File: src/rtl/clock_tick_monitor.sv
`timescale 1ns/1ps
// -----------------------------------------------------------------------------
// clock_tick_monitor
//
// Brings a divided (slow) clock into the fast InputCLK domain as clock-enable
// ticks. The slow clock is treated as fully asynchronous: it is synchronised,
// edge-detected into single-cycle rise/fall ticks, and watched by a lock/loss
// watchdog so downstream logic can gate on clk_valid.
//
// Optional feature macro: CLOCK_TICK_MONITOR_MEASURE_EN
//   When defined, adds period / high_time measurement outputs.
//
// Parameters:
//   SYNC_STAGES  synchroniser depth on slow_clk (legal 2..4)
//   TIMEOUT      InputCLK cycles without any tick before a timeout (>= 4)
//   PERIOD_BITS  width of the measurement outputs
//
// Ports:
//   InputCLK    in   system clock, all logic on its rising edge
//   rst         in   asynchronous active-low reset
//   enable      in   synchronous run enable
//   slow_clk    in   divided clock, asynchronous to InputCLK
//   clear_lost  in   one-cycle pulse clearing clk_lost
//   clk_level   out  synchronised level of slow_clk
//   rise_tick   out  one-cycle pulse per slow_clk rising edge
//   fall_tick   out  one-cycle pulse per slow_clk falling edge
//   clk_valid   out  high while LOCKED
//   clk_lost    out  sticky flag: slow clock lost after lock
//   period      out  last rise-to-rise cycle count   (macro only)
//   high_time   out  last rise-to-fall cycle count   (macro only)
// -----------------------------------------------------------------------------
module clock_tick_monitor #(
  parameter int SYNC_STAGES = 2,
  parameter int TIMEOUT     = 64,
  parameter int PERIOD_BITS = 8
) (
  input  logic InputCLK,
  input  logic rst,
  input  logic enable,
  input  logic slow_clk,
  input  logic clear_lost,
  output logic clk_level,
  output logic rise_tick,
  output logic fall_tick,
  output logic clk_valid,
  output logic clk_lost
`ifdef CLOCK_TICK_MONITOR_MEASURE_EN
  ,
  output logic [PERIOD_BITS-1:0] period,
  output logic [PERIOD_BITS-1:0] high_time
`endif
);

  localparam int GAP_W = $clog2(TIMEOUT + 1);

  typedef enum logic [1:0] {IDLE, ACQUIRE, LOCKING, LOCKED} state_e;

  state_e                 state_q, state_d;
  logic [SYNC_STAGES-1:0] sync_q, sync_d;
  logic                   prev_q, prev_d;
  logic                   rise_tick_q, rise_tick_d;
  logic                   fall_tick_q, fall_tick_d;
  logic [GAP_W-1:0]       gap_q, gap_d;
  logic                   clk_valid_q, clk_valid_d;
  logic                   clk_lost_q, clk_lost_d;
  logic                   level;
  logic                   run;
  logic                   timeout;

  assign level = sync_q[SYNC_STAGES-1];

  // NOTE: every variable gets a default at the top of the block so no path
  // leaves it unassigned, which would otherwise infer a latch.
  always_comb begin
    sync_d      = {sync_q[SYNC_STAGES-2:0], slow_clk};
    prev_d      = level;
    state_d     = state_q;
    clk_lost_d  = clk_lost_q;

    run         = enable && (state_q != IDLE);
    rise_tick_d = run &&  level && !prev_q;
    fall_tick_d = run && !level &&  prev_q;

    // The gap counter is cleared on the edge that launches a tick, so it reads
    // 0 during the tick cycle and k in the k-th cycle after it. A tick that is
    // present blocks the timeout even when the counter is saturated.
    timeout = (gap_q == GAP_W'(TIMEOUT)) && !(rise_tick_q || fall_tick_q);

    if (!enable)                     gap_d = '0;
    else if (rise_tick_d || fall_tick_d) gap_d = '0;
    else if (gap_q != GAP_W'(TIMEOUT)) gap_d = gap_q + GAP_W'(1);
    else                             gap_d = gap_q;

    if (clear_lost) clk_lost_d = 1'b0;

    if (!enable) begin
      state_d = IDLE;
    end else begin
      unique case (state_q)
        IDLE:    state_d = ACQUIRE;
        ACQUIRE: if (rise_tick_q) state_d = LOCKING;
        LOCKING: begin
          if (rise_tick_q)  state_d = LOCKED;
          else if (timeout) state_d = ACQUIRE;
        end
        LOCKED: begin
          if (timeout) begin
            state_d    = ACQUIRE;
            clk_lost_d = 1'b1;   // applied after the clear, so set wins
          end
        end
        default: state_d = IDLE;
      endcase
    end

    // Registered from the next state so clk_valid tracks the state register.
    clk_valid_d = (state_d == LOCKED);
  end

  // NOTE: sequential state uses non-blocking assignments so every flop samples
  // pre-edge values regardless of statement order.
  always_ff @(posedge InputCLK or negedge rst) begin
    if (!rst) begin
      state_q     <= IDLE;
      sync_q      <= '0;
      prev_q      <= 1'b0;
      rise_tick_q <= 1'b0;
      fall_tick_q <= 1'b0;
      gap_q       <= '0;
      clk_valid_q <= 1'b0;
      clk_lost_q  <= 1'b0;
    end else begin
      state_q     <= state_d;
      sync_q      <= sync_d;
      prev_q      <= prev_d;
      rise_tick_q <= rise_tick_d;
      fall_tick_q <= fall_tick_d;
      gap_q       <= gap_d;
      clk_valid_q <= clk_valid_d;
      clk_lost_q  <= clk_lost_d;
    end
  end

  assign clk_level = level;
  assign rise_tick = rise_tick_q;
  assign fall_tick = fall_tick_q;
  assign clk_valid = clk_valid_q;
  assign clk_lost  = clk_lost_q;

`ifdef CLOCK_TICK_MONITOR_MEASURE_EN
  logic [PERIOD_BITS-1:0] meas_q, meas_d;
  logic [PERIOD_BITS-1:0] period_q, period_d;
  logic [PERIOD_BITS-1:0] high_q, high_d;
  logic                   meas_clear;
  logic                   in_lock;

  always_comb begin
    // Counter reads 1 in the cycle after a rise tick, so at the next rise it
    // holds the full rise-to-rise distance.
    if (rise_tick_q)          meas_d = PERIOD_BITS'(1);
    else if (meas_q != '1)    meas_d = meas_q + PERIOD_BITS'(1);
    else                      meas_d = meas_q;

    in_lock  = (state_q == LOCKING) || (state_q == LOCKED);
    period_d = period_q;
    high_d   = high_q;
    if (rise_tick_q && in_lock) period_d = meas_q;
    if (fall_tick_q && in_lock) high_d   = meas_q;

    meas_clear = (state_d == IDLE) ||
                 ((state_d == ACQUIRE) && (state_q != ACQUIRE));
    if (meas_clear) begin
      meas_d   = '0;
      period_d = '0;
      high_d   = '0;
    end
  end

  always_ff @(posedge InputCLK or negedge rst) begin
    if (!rst) begin
      meas_q   <= '0;
      period_q <= '0;
      high_q   <= '0;
    end else begin
      meas_q   <= meas_d;
      period_q <= period_d;
      high_q   <= high_d;
    end
  end

  assign period    = period_q;
  assign high_time = high_q;
`endif

endmodule
File: config.mk
export PLATFORM = sky130hd
export DESIGN_NAME = clock_tick_monitor
export DESIGN_NICKNAME = d
export VERILOG_FILES = /design/src/rtl/clock_tick_monitor.sv
export SDC_FILE = /design/constraint.sdc
export NUM_CORES = 1
export LEC_CHECK = 0
export CAP_MARGIN = 20
export CORE_MARGIN = 3
export CORE_UTILIZATION = 40
export DETAILED_ROUTE_END_ITERATION = 8
export SYNTH_ARGS = -nofsm -noshare
export SYNTH_HDL_FRONTEND = slang
export SYNTH_SLANG_ARGS = --single-unit
File: constraint.sdc
create_clock -name InputCLK -period 1.9 [get_ports InputCLK]
set_clock_uncertainty 0.05 [all_clocks]
set_input_delay 0.57 -clock InputCLK [delete_from_list [all_inputs] [get_ports InputCLK]]
set_output_delay 0.57 -clock InputCLK [all_outputs]
set_load 0.01 [all_outputs]
==> flow_summary.json <==
{
  "yosysSeqAreaShare_pct": 55.7,
  "cts-root-buf": "clkbuf_4",
  "end_kind": "output pin",
  "tightest_slew_ns": 0.546,
  "syn_to_final_growth_pct": 25.9,
  "utilization_pct": 56.8,
  "htree_num_levels": 1,
  "antenna_found_initial": 0,
  "ant_nets": 0,
  "ys_ff_latch": 16,
  "synth.largest_area_cell": "dfrtp_1",
  "intPower_uw": 498,
  "drive_gt1_share_pct": 15.5,
  "max_stage_delay_ns": 0.54,
  "crit_start": "fall_tick$_DFF_PN0_",
  "dieArea_um2": 2340,
  "hold_violations": 0,
  "peakVddDrop_uv": 475,
  "switchingPower_uw": 147,
  "synth_top_area_share_pct": 55.7,
  "p_leak_uw": 0.000393,
  "crit_chain": "clkdlybuf4s50_1",
  "drv_cap": 0,
  "synth.distinct_cells": 23,
  "ios": 10,
  "setup_violations": 0,
  "portBuffers": 9,
  "crit_family": "buffers and inverters",
  "status": "complete, no violations",
  "grtUsageTotal_pct": 12.4,
  "nets": 92,
  "drt_iter0_drc": 8,
  "sw_frac_of_total_pct": 22.8,
  "synthTopCellsByArea": "dfrtp_1 (56%), o21ai_0 (4.9%), a21oi_1 (4.2%)",
  "gp_congestion": 0.738,
  "numCtsBuffers": 3,
  "synth_edf_count": 0,
  "start_kind": "flop",
  "grt_pass1_wl_mm": 2.28,
  "reg2reg_depth": 3,
  "viasPerCell": 4.88,
  "pwr-share-clk_pct": 34.7,
  "coreArea_um2": 1590,
  "antenna_cells": 0,
  "path_clk_slew_ns": 0.10,
  "syn-instance-count": 67,
  "worst_hold_path_type": "reg -> reg",
  "crit_type": "reg -> out",
  "grt_pass1_vias": 533,
  "period_needed_ns": 1.83,
  "timing.critical_path.buf_inv": 1,
  "worstPathMaxFanout": 3,
  "cp.depth": 1,
  "fillers": 145,
  "post-route-period-util_pct": 96.6,
  "vias": 527,
  "seqPwrFrac_pct": 56.2,
  "clock_sinks": 16,
  "design_area_um2": 906,
  "power_density_nw_per_um2": 712,
  "syn_area_per_cell_um2": 10.7,
  "start_util_pct": 45.1,
  "postPlaceCellArea_um2": 862,
  "netlist_area_um2": 719,
  "maxSlewHeadroom_pct": 63.4,
  "maxSlewViolCount": 0,
  "wirelength_mm": 1.28,
  "drc": 0,
  "die_h_um": 48.4,
  "rsz0062_at_grt": "false",
  "fp-row-count": 14,
  "fmax_ghz": 0.545,
  "setup_tns_ns": 0,
  "holdWs_ns": 0.309,
  "async_flop_share_pct": 100,
  "synth_warnings": 0,
  "dp_hpwl_um": 920,
  "critical_path.slowest_cell": "clkdlybuf4s50_1",
  "ys.flop_type": "dfrtp_1",
  "grt_max_degree": 17,
  "arrival_ns": 1.21,
  "worstPathRequired_ns": 1.28,
  "cts_tree": "yes",
  "yosys.cell_count.top_type": "dfrtp_1",
  "overflow": 0,
  "reg2reg_to": "clk_lost$_DFF_PN0_",
  "die_width_um": 48.4,
  "combPwrFrac_pct": 9.2,
  "synth_common_cells": "dfrtp_1 (16), o21ai_0 (7), a21oi_1 (6), nand3_1 (6)",
  "clockBufferDepth": 2,
  "reg2reg_from": "gap_q[5]$_DFFE_PN0P_",
  "crit_path_end": "fall_tick",
  "synthesis.nets": 74,
  "dr.pass1.iters": 4,
  "wl_per_cell_um": 11.8,
  "r2r_slack_ns": 0.15,
  "clock_latency_ns": 0.28
}
[per-stage QoR]
step | worst slack (ns) | total power [µW] | std cells
after floorplan | 0.179 | 393 | 67
after global placement | 0.193 | 428 | 103
after global routing | 0.0112 | 672 | 108
after CTS | 0.0454 | 656 | 108
after detailed placement | 0.175 | 427 | 103
final | 0.0651 | 645 | 108
[flip-flops by register name (all words and copies together), names as in the netlist]
| name | flops |
|---|---|
| fall_tick | 1 |
| clk_valid | 1 |
| prev_q | 1 |
| gap_q | 7 |
| sync_q | 2 |
| clk_lost | 1 |
| state_q | 2 |
| rise_tick | 1 |
[final cells by class]
cell class	count	area (µm²)	share of cell area, %
clock buffers	4	36.3	4.01
inverters	3	11.3	1.24
multi-input cells	48	308	34.0
flip-flops and latches	16	402	44.3
well taps	24	30.0	3.31
repair buffers	13	119	13.1
[placed cells by master (no fill, tap or decap), drive strengths merged, types with 2 or more instances in the layout]
cell type / n
ha: 2
buf: 4
nand2: 3
nand3: 6
nor3: 3
or3: 3
nor3b: 3
o21ai: 8
nor2: 3
dfrtp: 16
a21oi: 6
inv: 3
xor2: 2
clkdlybuf4s50: 8
clkbuf: 4
[how the worst min path moves through the flow]
stage | endpoint | cells past startpoint | slack [ns] | startpoint
after floorplan | clk_lost$_DFF_PN0_ | 0 | 0.22 | rst
after global placement | sync_q[1]$_DFF_PN0_ | 0 | 0.29 | sync_q[0]$_DFF_PN0_
after detailed placement | sync_q[1]$_DFF_PN0_ | 0 | 0.29 | sync_q[0]$_DFF_PN0_
after CTS | sync_q[1]$_DFF_PN0_ | 0 | 0.31 | sync_q[0]$_DFF_PN0_
after global routing | sync_q[1]$_DFF_PN0_ | 0 | 0.33 | sync_q[0]$_DFF_PN0_
final | sync_q[1]$_DFF_PN0_ | 0 | 0.31 | sync_q[0]$_DFF_PN0_
[what timing repair did]
action / in CTS / in global routing
gates resized for setup: 2 / 0
hold buffers: 0 / 0
setup endpoints to repair: 2 / 0
setup buffers: 1 / 0
[power groups by stage]
stage	clock [µW]	sequential, µW	combinational (µW)
global placement	0	370	58.2
floorplan	0	369	24.6
finish	223	362	59.0
detailed placement	0	370	57.1
global route	241	364	66.7
CTS	233	362	60.5
[routing by layer]
layer  part of all wire (%)  GRT usage [%]  vias to the layer above
met5                      0              0                        -
met4                   0.31           5.69                        0
met3                    4.3           3.37                        2
met2                     44           18.3                        9
met1                     51           16.8                      243
li1                       -              -                      273
[kinds of logic (layout without fill, tap and decap cells)]
family	count (synthesis)	count (layout)	synth area share, %
AO/OA/AOI/OAI	16	16	13.4
XOR/XNOR	3	3	3.65
adder cells (fa/ha/maj)	2	2	3.48
buffers and inverters	3	20	1.57
flip-flops	16	16	55.7
AND/OR/NAND/NOR	27	27	22.3
No activity file was read; power rests on OpenSTA's default activity.
